$ cat src/rtl/traffic_input_conditioner_pkg.sv
// Shared encodings for the traffic input conditioner: debounce FSM states,
// programming selector targets and the default debounce length.
package traffic_input_conditioner_pkg;

    localparam logic [1:0] STABLE_LO = 2'd0;
    localparam logic [1:0] RISE_CHK  = 2'd1;
    localparam logic [1:0] STABLE_HI = 2'd2;
    localparam logic [1:0] FALL_CHK  = 2'd3;

    localparam logic [1:0] BASE_ADD  = 2'b00;
    localparam logic [1:0] EXT_ADD   = 2'b01;
    localparam logic [1:0] YEL_ADD   = 2'b10;

    localparam int DEBOUNCE_CNT_DEF = 4;

endpackage

$ cat src/rtl/traffic_input_conditioner_debounce_channel.sv
// One raw input: 2-flop sync, tick-qualified debounce FSM, registered edge pulses.
// Latency: raw change to level/pulse is 2 + DEBOUNCE_CNT clocks with sample_tick held high.
// Backpressure: none; pulses are single-cycle and fire-and-forget.
module debounce_channel
    import traffic_input_conditioner_pkg::*;
#(
    parameter int DEBOUNCE_CNT = DEBOUNCE_CNT_DEF,
    parameter int CNT_W        = 4
) (
    input  logic clk,
    input  logic rst_n,
    input  logic sample_tick,
    input  logic raw,
    output logic level,
    output logic rise_pulse,
    output logic fall_pulse,
    output logic rise_evt
);

    localparam logic [CNT_W-1:0] CNT_LAST = CNT_W'(DEBOUNCE_CNT - 1);
    localparam logic [CNT_W-1:0] CNT_ONE  = CNT_W'(1);

    logic             sync1_q, sync2_q;
    logic [1:0]       state_q, state_d;
    logic [CNT_W-1:0] cnt_q, cnt_d;
    logic             rise_q, rise_d;
    logic             fall_q, fall_d;

    always_comb begin
        state_d = state_q;
        cnt_d   = cnt_q;
        rise_d  = 1'b0;
        fall_d  = 1'b0;
        if (sample_tick) begin
            case (state_q)
                STABLE_LO: begin
                    if (sync2_q) begin
                        state_d = RISE_CHK;
                        cnt_d   = CNT_ONE;
                    end
                end
                RISE_CHK: begin
                    if (!sync2_q) begin
                        state_d = STABLE_LO;
                        cnt_d   = '0;
                    end else if (cnt_q == CNT_LAST) begin
                        state_d = STABLE_HI;
                        cnt_d   = '0;
                        rise_d  = 1'b1;
                    end else begin
                        cnt_d = cnt_q + CNT_ONE;
                    end
                end
                STABLE_HI: begin
                    if (!sync2_q) begin
                        state_d = FALL_CHK;
                        cnt_d   = CNT_ONE;
                    end
                end
                FALL_CHK: begin
                    if (sync2_q) begin
                        state_d = STABLE_HI;
                        cnt_d   = '0;
                    end else if (cnt_q == CNT_LAST) begin
                        state_d = STABLE_LO;
                        cnt_d   = '0;
                        fall_d  = 1'b1;
                    end else begin
                        cnt_d = cnt_q + CNT_ONE;
                    end
                end
                default: begin
                    state_d = STABLE_LO;
                    cnt_d   = '0;
                end
            endcase
        end
    end

    always_ff @(posedge clk or negedge rst_n) begin
        if (!rst_n) begin
            sync1_q <= 1'b0;
            sync2_q <= 1'b0;
            state_q <= STABLE_LO;
            cnt_q   <= '0;
            rise_q  <= 1'b0;
            fall_q  <= 1'b0;
        end else begin
            sync1_q <= raw;
            sync2_q <= sync1_q;
            state_q <= state_d;
            cnt_q   <= cnt_d;
            rise_q  <= rise_d;
            fall_q  <= fall_d;
        end
    end

    // The stable level is still high while a fall is being qualified.
    assign level      = (state_q == STABLE_HI) || (state_q == FALL_CHK);
    assign rise_pulse = rise_q;
    assign fall_pulse = fall_q;
    // Acceptance in the current cycle, so the parent can capture on the pulse edge.
    assign rise_evt   = rise_d;

endmodule

$ cat src/rtl/traffic_input_conditioner.sv
// Conditions raw field inputs into clean levels/pulses and captures programming switches.
// Latency: 2 + DEBOUNCE_CNT clocks from raw edge to output; no backpressure, pulses are one-shot.
module traffic_input_conditioner
    import traffic_input_conditioner_pkg::*;
#(
    parameter int DEBOUNCE_CNT = DEBOUNCE_CNT_DEF,
    parameter int CNT_W        = 4
) (
    input  logic       clk,
    input  logic       Reset_n,
    input  logic       sample_tick,
    input  logic       Sensor,
    input  logic       Walk_Request,
    input  logic       Reprogram,
    input  logic [3:0] time_value,
    input  logic [1:0] selector,
    output logic       Sensor_Sync,
    output logic       WR_Sync,
    output logic       Prog_Valid,
    output logic [3:0] Prog_Sync,
    output logic [1:0] Prog_Sel
);

    logic       sns_rise_unused, sns_fall_unused, sns_evt_unused;
    logic       wr_level_unused, wr_fall_unused, wr_evt_unused;
    logic       rp_level_unused, rp_fall_unused;
    logic       rp_evt;

    logic [3:0] tv_s1_q, tv_s2_q;
    logic [1:0] sel_s1_q, sel_s2_q;
    logic [3:0] prog_sync_q, prog_sync_d;
    logic [1:0] prog_sel_q, prog_sel_d;

    debounce_channel #(.DEBOUNCE_CNT(DEBOUNCE_CNT), .CNT_W(CNT_W)) u_sensor (
        .clk        (clk),
        .rst_n      (Reset_n),
        .sample_tick(sample_tick),
        .raw        (Sensor),
        .level      (Sensor_Sync),
        .rise_pulse (sns_rise_unused),
        .fall_pulse (sns_fall_unused),
        .rise_evt   (sns_evt_unused)
    );

    debounce_channel #(.DEBOUNCE_CNT(DEBOUNCE_CNT), .CNT_W(CNT_W)) u_walk (
        .clk        (clk),
        .rst_n      (Reset_n),
        .sample_tick(sample_tick),
        .raw        (Walk_Request),
        .level      (wr_level_unused),
        .rise_pulse (WR_Sync),
        .fall_pulse (wr_fall_unused),
        .rise_evt   (wr_evt_unused)
    );

    debounce_channel #(.DEBOUNCE_CNT(DEBOUNCE_CNT), .CNT_W(CNT_W)) u_reprog (
        .clk        (clk),
        .rst_n      (Reset_n),
        .sample_tick(sample_tick),
        .raw        (Reprogram),
        .level      (rp_level_unused),
        .rise_pulse (Prog_Valid),
        .fall_pulse (rp_fall_unused),
        .rise_evt   (rp_evt)
    );

    // Value is only meaningful alongside the strobe; the target sticks for downstream muxing.
    always_comb begin
        prog_sync_d = '0;
        prog_sel_d  = prog_sel_q;
        if (rp_evt) begin
            prog_sync_d = tv_s2_q;
            prog_sel_d  = sel_s2_q;
        end
    end

    always_ff @(posedge clk or negedge Reset_n) begin
        if (!Reset_n) begin
            tv_s1_q     <= '0;
            tv_s2_q     <= '0;
            sel_s1_q    <= '0;
            sel_s2_q    <= '0;
            prog_sync_q <= '0;
            prog_sel_q  <= '0;
        end else begin
            tv_s1_q     <= time_value;
            tv_s2_q     <= tv_s1_q;
            sel_s1_q    <= selector;
            sel_s2_q    <= sel_s1_q;
            prog_sync_q <= prog_sync_d;
            prog_sel_q  <= prog_sel_d;
        end
    end

    assign Prog_Sync = prog_sync_q;
    assign Prog_Sel  = prog_sel_q;

endmodule

$ cat config.mk
export PLATFORM = sky130hd
export DESIGN_NAME = traffic_input_conditioner
export DESIGN_NICKNAME = d
export VERILOG_FILES = /design/src/rtl/traffic_input_conditioner_pkg.sv /design/src/rtl/traffic_input_conditioner_debounce_channel.sv /design/src/rtl/traffic_input_conditioner.sv
export SDC_FILE = /design/constraint.sdc
export NUM_CORES = 1
export LEC_CHECK = 0
export CORE_AREA = 2 2 73 75
export DETAILED_ROUTE_END_ITERATION = 7
export DIE_AREA = 0 0 75 77
export GPL_TIMING_DRIVEN = 1
export PLACE_DENSITY = 0.63
export RECOVER_POWER = 50
export SYNTH_ARGS = -nofsm -noshare
export SYNTH_HDL_FRONTEND = slang
export SYNTH_SLANG_ARGS = --single-unit
$ cat constraint.sdc
create_clock -name clk -period 2.95 [get_ports clk]
set_input_delay 0.4425 -clock clk [delete_from_list [all_inputs] [get_ports clk]]
set_output_delay 0.4425 -clock clk [all_outputs]
set_load 0.01 [all_outputs]
==> run metrics, run 1 <==
worst-skew pair later-pin latency 0.30 ns; Area Overhead vs Synth 22.31%; CP max FO 7; Slew @ Worst Pin 0.9272 ns; number of vias per cell 4.650; yosys warns 0; Avg Inst Size Synth 13.17 µm²; Cell Area, Synth 1699 µm²; clk buf depth 2; peak supply drop 0.3210 mV; share of cells above drive strength 1 13.73%; post-route setup slack 1.244 ns; TritonCTS clock tree yes; nets 167; Post-DRT Antenna Nets 0; Setup crit end kind register; biggest area consumer among synthesized cells dfrtp_1; die height 77 µm; total power 1537 µW; synth top area cells dfrtp_1, o2bb2ai_1, nand2_1, nor2b_1, ha_1; Reg power frac 50.5%; Starting Density 34.14%; # setup viols final 0; Detail Placement HPWL 1768 µm; total grt overflow 0; Syn Nets 144; # diodes 0; Hold/Removal Path Class input port to async pin; max_cap viols 0; P_sw 435.6 µW; CTS resizes 0; DIE AREA 5775 µm²; power per cell area 739.4 nW/µm²; initial DRC count 25; synthesized flop and latch total 44; CTS Buf Count 5; Hold Fails Final Rpt 0; slowest stage delay, CP 0.44 ns; fin crit share 57.84%; Final Slew Violations 0; Comb power frac 19.3%; Routed WL per cell 11.96 µm; All-Layer GR Usage 10.83%; Leak 0.0009355 µW; global-route wire length before repair 4726 µm; critical path class register to register; top cell type's share of synthesized area 64.80%; hold-fix buffers at CTS 0; CP max stage cell dfrtp_1; Post-CTS Setup Bufs 0; clock sinks 44; final WL 2668 µm; RD Place Congestion 0.8489; CTS H-tree depth 2; DRC errors left 0; RSZ-0062 raised after global routing false; Cell Int Power 1101 µW; FMAX 0.5861 GHz; First-pass DRT Iterations 4; clock power share 30.2%; critical path, cell by cell ha_1, and4bb_1, and4b_1, mux2_4; status finished, final reports clean; final instance area 2078 µm²; largest net degree at the start of global routing 45; port bufs 20; Worst-path clk slew 0.08 ns; Netlist cell types 28; # rows 26; crit start category register; io pins 21; vias in the first global route 1108; CP required 3.14 ns; CTS root buffer clkbuf_8; relative slew slack 38.19%; Seq/Total Area, Yosys 64.80%; Post-Place Setup Slack 0.9468 ns; minimum clock period 1.706 ns; Switching Share 28.34%; final worst clock skew 0.003589 ns; core area 4977 µm²; placed instance area 1962 µm²; Die W 75 µm; TNS Setup 0 ns; initial antenna violation count 0; via count 1037; Data arrival, critical path 1.89 ns; Synth Instances 129
## cell usage after synthesis, drive strengths merged
| cell type | instances |
|---|---|
| and2 | 4 |
| nor2b | 7 |
| and4b | 1 |
| a22o | 3 |
| nor4bb | 1 |
| a21oi | 6 |
| o22ai | 3 |
| o21ai | 3 |
| o2bb2ai | 9 |
| a31oi | 3 |
| buf | 2 |
| clkbuf | 3 |
| nor3b | 1 |
| and4bb | 2 |
| mux2 | 5 |
| dfrtp | 44 |
| and2b | 2 |
| inv | 3 |
| nand2 | 12 |
| ha | 3 |
| xor2 | 3 |
| nand3 | 3 |
| mux2i | 3 |
| nor2 | 3 |
## registers in the layout, indices dropped and copies added (netlist names), 2 cells and up, named ones only
register	count
sel_s1_q	2
Prog_Sync	4
u_sensor.cnt_q	4
u_walk.cnt_q	4
u_reprog.cnt_q	4
tv_s2_q	4
sel_s2_q	2
tv_s1_q	4
Prog_Sel	2
## per-layer routing
metal	GRT usage (%)	wire length, µm	vias to the layer above
met5	0	0	-
met4	3.571	12	0
met1	12.80	1223	518
met3	5.650	132	2
li1	-	-	497
met2	16.75	1300	20
## cell usage in the layout, fill, tap and decap left out, drive strengths merged
cell type	count
a21oi	6
a22o	3
a31oi	3
and2	4
and2b	2
and4b	1
and4bb	2
buf	2
bufinv	1
clkbuf	5
clkdlybuf4s50	10
clkinv	2
dfrtp	44
dlygate4sd3	9
ha	3
inv	3
mux2	5
mux2i	3
nand2	12
nand3	3
nor2	3
nor2b	7
nor3b	1
nor4bb	1
o21ai	3
o22ai	3
o2bb2ai	9
xor2	3
## path summary, 6_finish.rpt
path                       cells after the start               end              start  slack, ns
setup / recovery                               4       Prog_Sel[1]  u_reprog.cnt_q[0]       1.24
hold / removal                                 1   u_walk.cnt_q[3]            Reset_n       0.27
setup reg to reg                               4       Prog_Sel[1]  u_reprog.cnt_q[0]       1.24
hold reg to reg                                0        tv_s2_q[0]         tv_s1_q[0]       0.35
max in group asynchronous                      1  u_sensor.sync2_q            Reset_n       2.10
min in group clk                               0        tv_s2_q[0]         tv_s1_q[0]       0.35
## per-stage QoR
stage	cells	hold slack [ns]	util (%)
floorplan	129	0.1469	-
global placement	215	0.3311	39.42
detailed placement	215	0.3355	39.42
CTS	223	0.3132	41.75
global route	223	0.3487	41.75
finish	223	0.2742	41.75
## critical path, delay by kind of cell, from the launching register on
kind	cells	cell delay, ns
adder cells (fa/ha/maj)	1	0.22
AND/OR/NAND/NOR	2	0.61
flip-flops	1	0.44
multiplexers	1	0.32
## power groups by stage
stage          clock network, µW  logic [µW]  registers, µW
2_1_floorplan                  0         204            772
3_3_place_gp                   0         287            783
3_5_place_dp                   0         302            786
4_1_cts                      479         303            776
5_1_grt                      510         339            793
6_report                     464         297            776
## cell type report
| cell class | instances | area, µm² |
|---|---|---|
| clock buffers | 5 | 68.82 |
| clock inverters | 3 | 47.55 |
| fillers | 469 | 2899 |
| inverters | 3 | 11.26 |
| multi-input cells | 77 | 559.3 |
| flip-flops and latches | 44 | 1101 |
| well taps | 70 | 87.58 |
| repair buffers | 21 | 202.7 |
## kinds of logic after synthesis
family | after synthesis | share of synthesized area (%)
AO/OA/AOI/OAI | 27 | 11.05
XOR/XNOR | 3 | 1.547
adder cells (fa/ha/maj) | 3 | 2.209
buffers and inverters | 8 | 2.282
flip-flops | 44 | 64.80
multiplexers | 8 | 5.523
AND/OR/NAND/NOR | 36 | 12.59
Power figures use the tool's default switching activity.
==> run 2, diff against run 1 <==
clock period = 1.59 ns   (was 2.95 ns; I/O delays follow)
==> run metrics, run 2 (same netlist as run 1, synthesis figures left out) <==
RD Place Congestion 0.7694 (-9.4%); CP max FO 5 (-2); worst-skew pair later-pin latency 0.30 ns (about the same); die height 77 µm (unchanged); Detail Placement HPWL 2056 µm (+16%); Hold WS 0.1960 ns (-0.07816 ns); # setup viols final 0 (unchanged); fin crit share 95.75% (+38 points); most common cell after layout, fill and taps aside dfrtp_1; critical path class register to register; power per cell area 1371 nW/µm² (+85%); max_cap viols 0 (unchanged); vias in the first global route 1176 (+6.1%); Routed WL per cell 12.67 µm (+5.9%); CTS Buf Count 5 (unchanged); crit start category register; Slew @ Worst Pin 1.033 ns (+0.1062 ns); total grt overflow 0 (unchanged); Util after Layout 42.96% (+1.2 points); nets 173 (+3.6%); Leak 0.0009608 µW (+2.7%); peak supply drop 0.6312 mV (+97%); FMAX 0.6568 GHz (+12%); clk buf depth 2 (unchanged); core area 4977 µm² (unchanged); First-pass DRT Iterations 3 (-1); DRC errors left 0 (unchanged); TritonCTS clock tree yes; Post-DRT Antenna Nets 0 (unchanged); share of cells above drive strength 1 18.87% (+5.1 points); relative slew slack 31.11% (-7.1 points); Hold Fails Final Rpt 0 (unchanged); Final Slew Violations 0 (unchanged); Reg area 1101 µm² (unchanged); Starting Density 34.14% (unchanged); largest net degree at the start of global routing 45 (unchanged); placed instance area 1992 µm² (+1.5%); status finished, final reports clean; Data arrival, critical path 1.71 ns (-0.18 ns); number of vias per cell 4.799 (+3.2%); TNS Setup 0 ns (unchanged); post-route setup slack 0.06755 ns (-1.176 ns); # rows 26 (unchanged); initial DRC count 23 (-8.0%); via count 1099 (+6.0%); port bufs 20 (unchanged); minimum clock period 1.522 ns (-0.1839 ns); global-route wire length before repair 5306 µm (+12%); Area Overhead vs Synth 25.85%; final worst clock skew 0.009665 ns (+0.006075 ns); Setup crit end kind register; multi-input combinational cell area 578.1 µm² (+3.4%); DIE AREA 5775 µm² (unchanged); # fillers 455 (-3.0%); CTS root buffer clkbuf_8; CTS H-tree depth 2 (unchanged); CP required 1.78 ns (-1.36 ns); Worst-path clk slew 0.08 ns (about the same); io pins 21 (unchanged); Die W 75 µm (unchanged); # diodes 0 (unchanged); final WL 2902 µm (+8.8%); clock sinks 44 (unchanged); commonest non-fill, non-tap cells in the layout dfrtp_1, nand2_1, clkdlybuf4s50_1; final instance area 2138 µm² (+2.9%); Hold/Removal Path Class input port to async pin; hold-fix buffers at CTS 0 (unchanged); All-Layer GR Usage 12.01% (+1.2 points); initial antenna violation count 0 (unchanged); worst r2r path cells 4 (unchanged); Post-Place Setup Slack 0.01329 ns (-0.9335 ns)
==> run 2: cell types whose count changed in the layout (fill, tap and decap cells not counted), sizes merged <==
cell	previous run	this run
clkbuf	5	6
clkinvlp	0	1
clkinv	2	0
inv	3	4
buf	2	7
==> run 2: path summary, 6_finish.rpt <==
kind                                        start                to  slack [ns]
worst max-delay path            u_reprog.cnt_q[0]       Prog_Sel[1]        0.07
worst min-delay path                      Reset_n   u_walk.cnt_q[3]        0.20
worst max register to register  u_reprog.cnt_q[0]       Prog_Sel[1]        0.07
worst min register to register   u_reprog.sync1_q  u_reprog.sync2_q        0.35
max in group asynchronous                 Reset_n  u_reprog.sync1_q        0.75
min in group clk                 u_reprog.sync1_q  u_reprog.sync2_q        0.35
==> run 2: layer usage <==
metal  global-route usage [%]  part of all wire, %
met1                    15.21                   42
met4                    3.750                  1.6
met3                    4.074                  5.4
met2                    19.12                   51
met5                        0                    0
==> run 2: layout make-up <==
class / count / share of cell area (%)
clock buffer: 5 / 3.218
clock inverter: 3 / 2.165
inverter: 3 / 0.5266
multi-input combinational: 77 / 27.03
sequential: 44 / 51.49
tap: 70 / 4.096
timing repair buffer: 27 / 11.47
==> run 2: where the power goes <==
part / internal, µW / switching [µW]
logic: 337 / 299
clock network: 473 / 386
registers: 1290 / 151
total: 2100 / 836
==> run 2: worst max-delay path: stages, from the launching register on <==
cell	delay (ns)
dfrtp_1	0.37
ha_2	0.19
and4bb_1	0.24
and4b_2	0.31
mux2_4	0.31
==> run 2: timing repair <==
action | 4_1_cts | 5_1_grt
setup buffers | 0 | 2
resized for setup | 0 | 4
endpoints found under the setup margin | 0 | 6
==> run 2: per-stage QoR <==
step / instances / total power [µW]
floorplan: 129 / 1810
global placement: 219 / 2004
detailed placement: 219 / 2064
CTS: 227 / 2932
global route: 229 / 3125
finish: 229 / 2932
==> run 3, diff against run 2 <==
CTS_BUF_LIST = sky130_fd_sc_hd__clkbuf_16   (was default)
==> run metrics, run 3 (same netlist as run 1, synthesis figures left out) <==
worst-skew pair later-pin latency 0.28 ns (-0.02 ns); Worst-path clk slew 0.06 ns (-0.02 ns); clock sinks 44 (unchanged); minimum clock period 1.523 ns (+0.0008919 ns); global-route wire length before repair 5326 µm (+0.38%); Hold/Removal Path Class input port to async pin; vias in the first global route 1181 (+0.43%); Die W 75 µm (unchanged); placed instance area 1992 µm² (unchanged); clock power share 36.1% (+6.8 points); Post-Place Cells 219 (unchanged); clk buf depth 2 (unchanged); Data arrival, critical path 1.69 ns (-0.02 ns); CTS root buffer clkbuf_16; total grt overflow 0 (unchanged); max_cap viols 0 (unchanged); # rows 26 (unchanged); share of cells above drive strength 1 18.87% (unchanged); Comb power frac 19.4% (-2.3 points); final worst clock skew 0.003906 ns (-0.005759 ns); initial DRC count 35 (+52%); All-Layer GR Usage 12.03% (+0.024 points); Post-Place Setup Slack 0.01329 ns (unchanged); Non-Filler Instances 229 (unchanged); Routed WL per cell 12.83 µm (+1.2%); die height 77 µm (unchanged); CP required 1.76 ns (-0.02 ns); post-route setup slack 0.06666 ns (-0.0008919 ns); Setup crit end kind register; Hold Fails Final Rpt 0 (unchanged); # setup viols final 0 (unchanged); number of vias per cell 4.769 (-0.64%); io pins 21 (unchanged); Slew @ Worst Pin 1.045 ns (+0.01182 ns); nets 173 (unchanged); DIE AREA 5775 µm² (unchanged); Detail Placement HPWL 2056 µm (unchanged); Final Slew Violations 0 (unchanged); largest net degree at the start of global routing 45 (unchanged); # diodes 0 (unchanged); TritonCTS clock tree yes; Area Overhead vs Synth 28.65%; critical path class register to register; Reg power frac 44.5% (-4.5 points); final instance area 2186 µm² (+2.2%); Cell Int Power 2362 µW (+13%); crit start category register; Leak 0.0009856 µW (+2.6%); DRC errors left 0 (unchanged); RD Place Congestion 0.7694 (unchanged); CTS H-tree depth 2 (unchanged); Post-DRT Antenna Nets 0 (unchanged); most common cell after layout, fill and taps aside dfrtp_1; P_sw 870.0 µW (+4.1%); commonest non-fill, non-tap cells in the layout dfrtp_1, nand2_1, clkdlybuf4s50_1; power per cell area 1478 nW/µm² (+7.8%); peak supply drop 0.6696 mV (+6.1%); FMAX 0.6565 GHz (about the same); via count 1092 (-0.64%); CP max FO 5 (unchanged); initial antenna violation count 0 (unchanged); core area 4977 µm² (unchanged); relative slew slack 30.32% (-0.79 points); Switching Share 26.92% (-1.6 points); First-pass DRT Iterations 4 (+1); TNS Setup 0 ns (unchanged); port bufs 20 (unchanged); hold-fix buffers at CTS 0 (unchanged); Starting Density 34.14% (unchanged); status finished, final reports clean; final WL 2938 µm (+1.2%); CTS Buf Count 5 (unchanged); fin crit share 95.81% (about the same)
-- run 3: cell counts in the layout (fill, tap and decap cells not counted) --
No cell type changed its count.
-- run 3: stage by stage --
stage                     total power [µW]  utilization, %  hold WS (ns)
after floorplan                       1810               -      -0.05709
after global placement                2004           40.02        0.3323
after detailed placement              2064           40.02        0.3365
after CTS                             3239           43.46       0.04929
after global routing                  3429           43.92        0.3270
final                                 3232           43.92        0.2194
-- run 3: layer usage --
layer	GRT usage (%)	wire [µm]	up-vias
met5	0	0	-
met4	4.107	26	0
met3	4.074	171	4
met2	18.77	1482	26
met1	15.46	1258	544
li1	-	-	518
-- run 3: worst max-delay path, stage by stage, from the launching register on --
cell and delay (ns):
dfrtp_1 0.36, ha_2 0.19, and4bb_1 0.24, and4b_2 0.31, mux2_4 0.31
-- run 3: cell type report --
cell class / count / area, µm²
Sequential cell: 44 / 1101
Inverter: 3 / 11.26
Clock buffer: 5 / 125.1
Timing Repair Buffer: 27 / 245.2
Tap cell: 70 / 87.58
Clock inverter: 3 / 46.29
Fill cell: 450 / 2791
Multi-Input combinational cell: 77 / 569.3
-- run 3: worst paths after layout --
| kind | from | endpoint | slack (ns) | cells after the start |
|---|---|---|---|---|
| setup reg to reg | u_reprog.cnt_q[0] | Prog_Sel[1] | 0.07 | 4 |
| hold reg to reg | tv_s1_q[0] | tv_s2_q[0] | 0.35 | 0 |
| setup / recovery | u_reprog.cnt_q[0] | Prog_Sel[1] | 0.07 | 4 |
| min in group clk | tv_s1_q[0] | tv_s2_q[0] | 0.35 | 0 |
| max in group asynchronous | Reset_n | tv_s2_q[0] | 0.73 | 2 |
| hold / removal | Reset_n | u_walk.cnt_q[3] | 0.22 | 2 |
-- run 3: what timing repair did --
action	4_1_cts	5_1_grt
buffers inserted	0	2
setup endpoints to repair	0	6
resized for setup	0	3
-- run 3: power groups by stage --
stage               Clock [µW]  Combinational (µW)  Sequential [µW]
floorplan                    0                 378             1430
global placement             0                 561             1440
detailed placement           0                 606             1460
CTS                       1190                 607             1440
global route              1250                 703             1470
finish                    1170                 627             1440
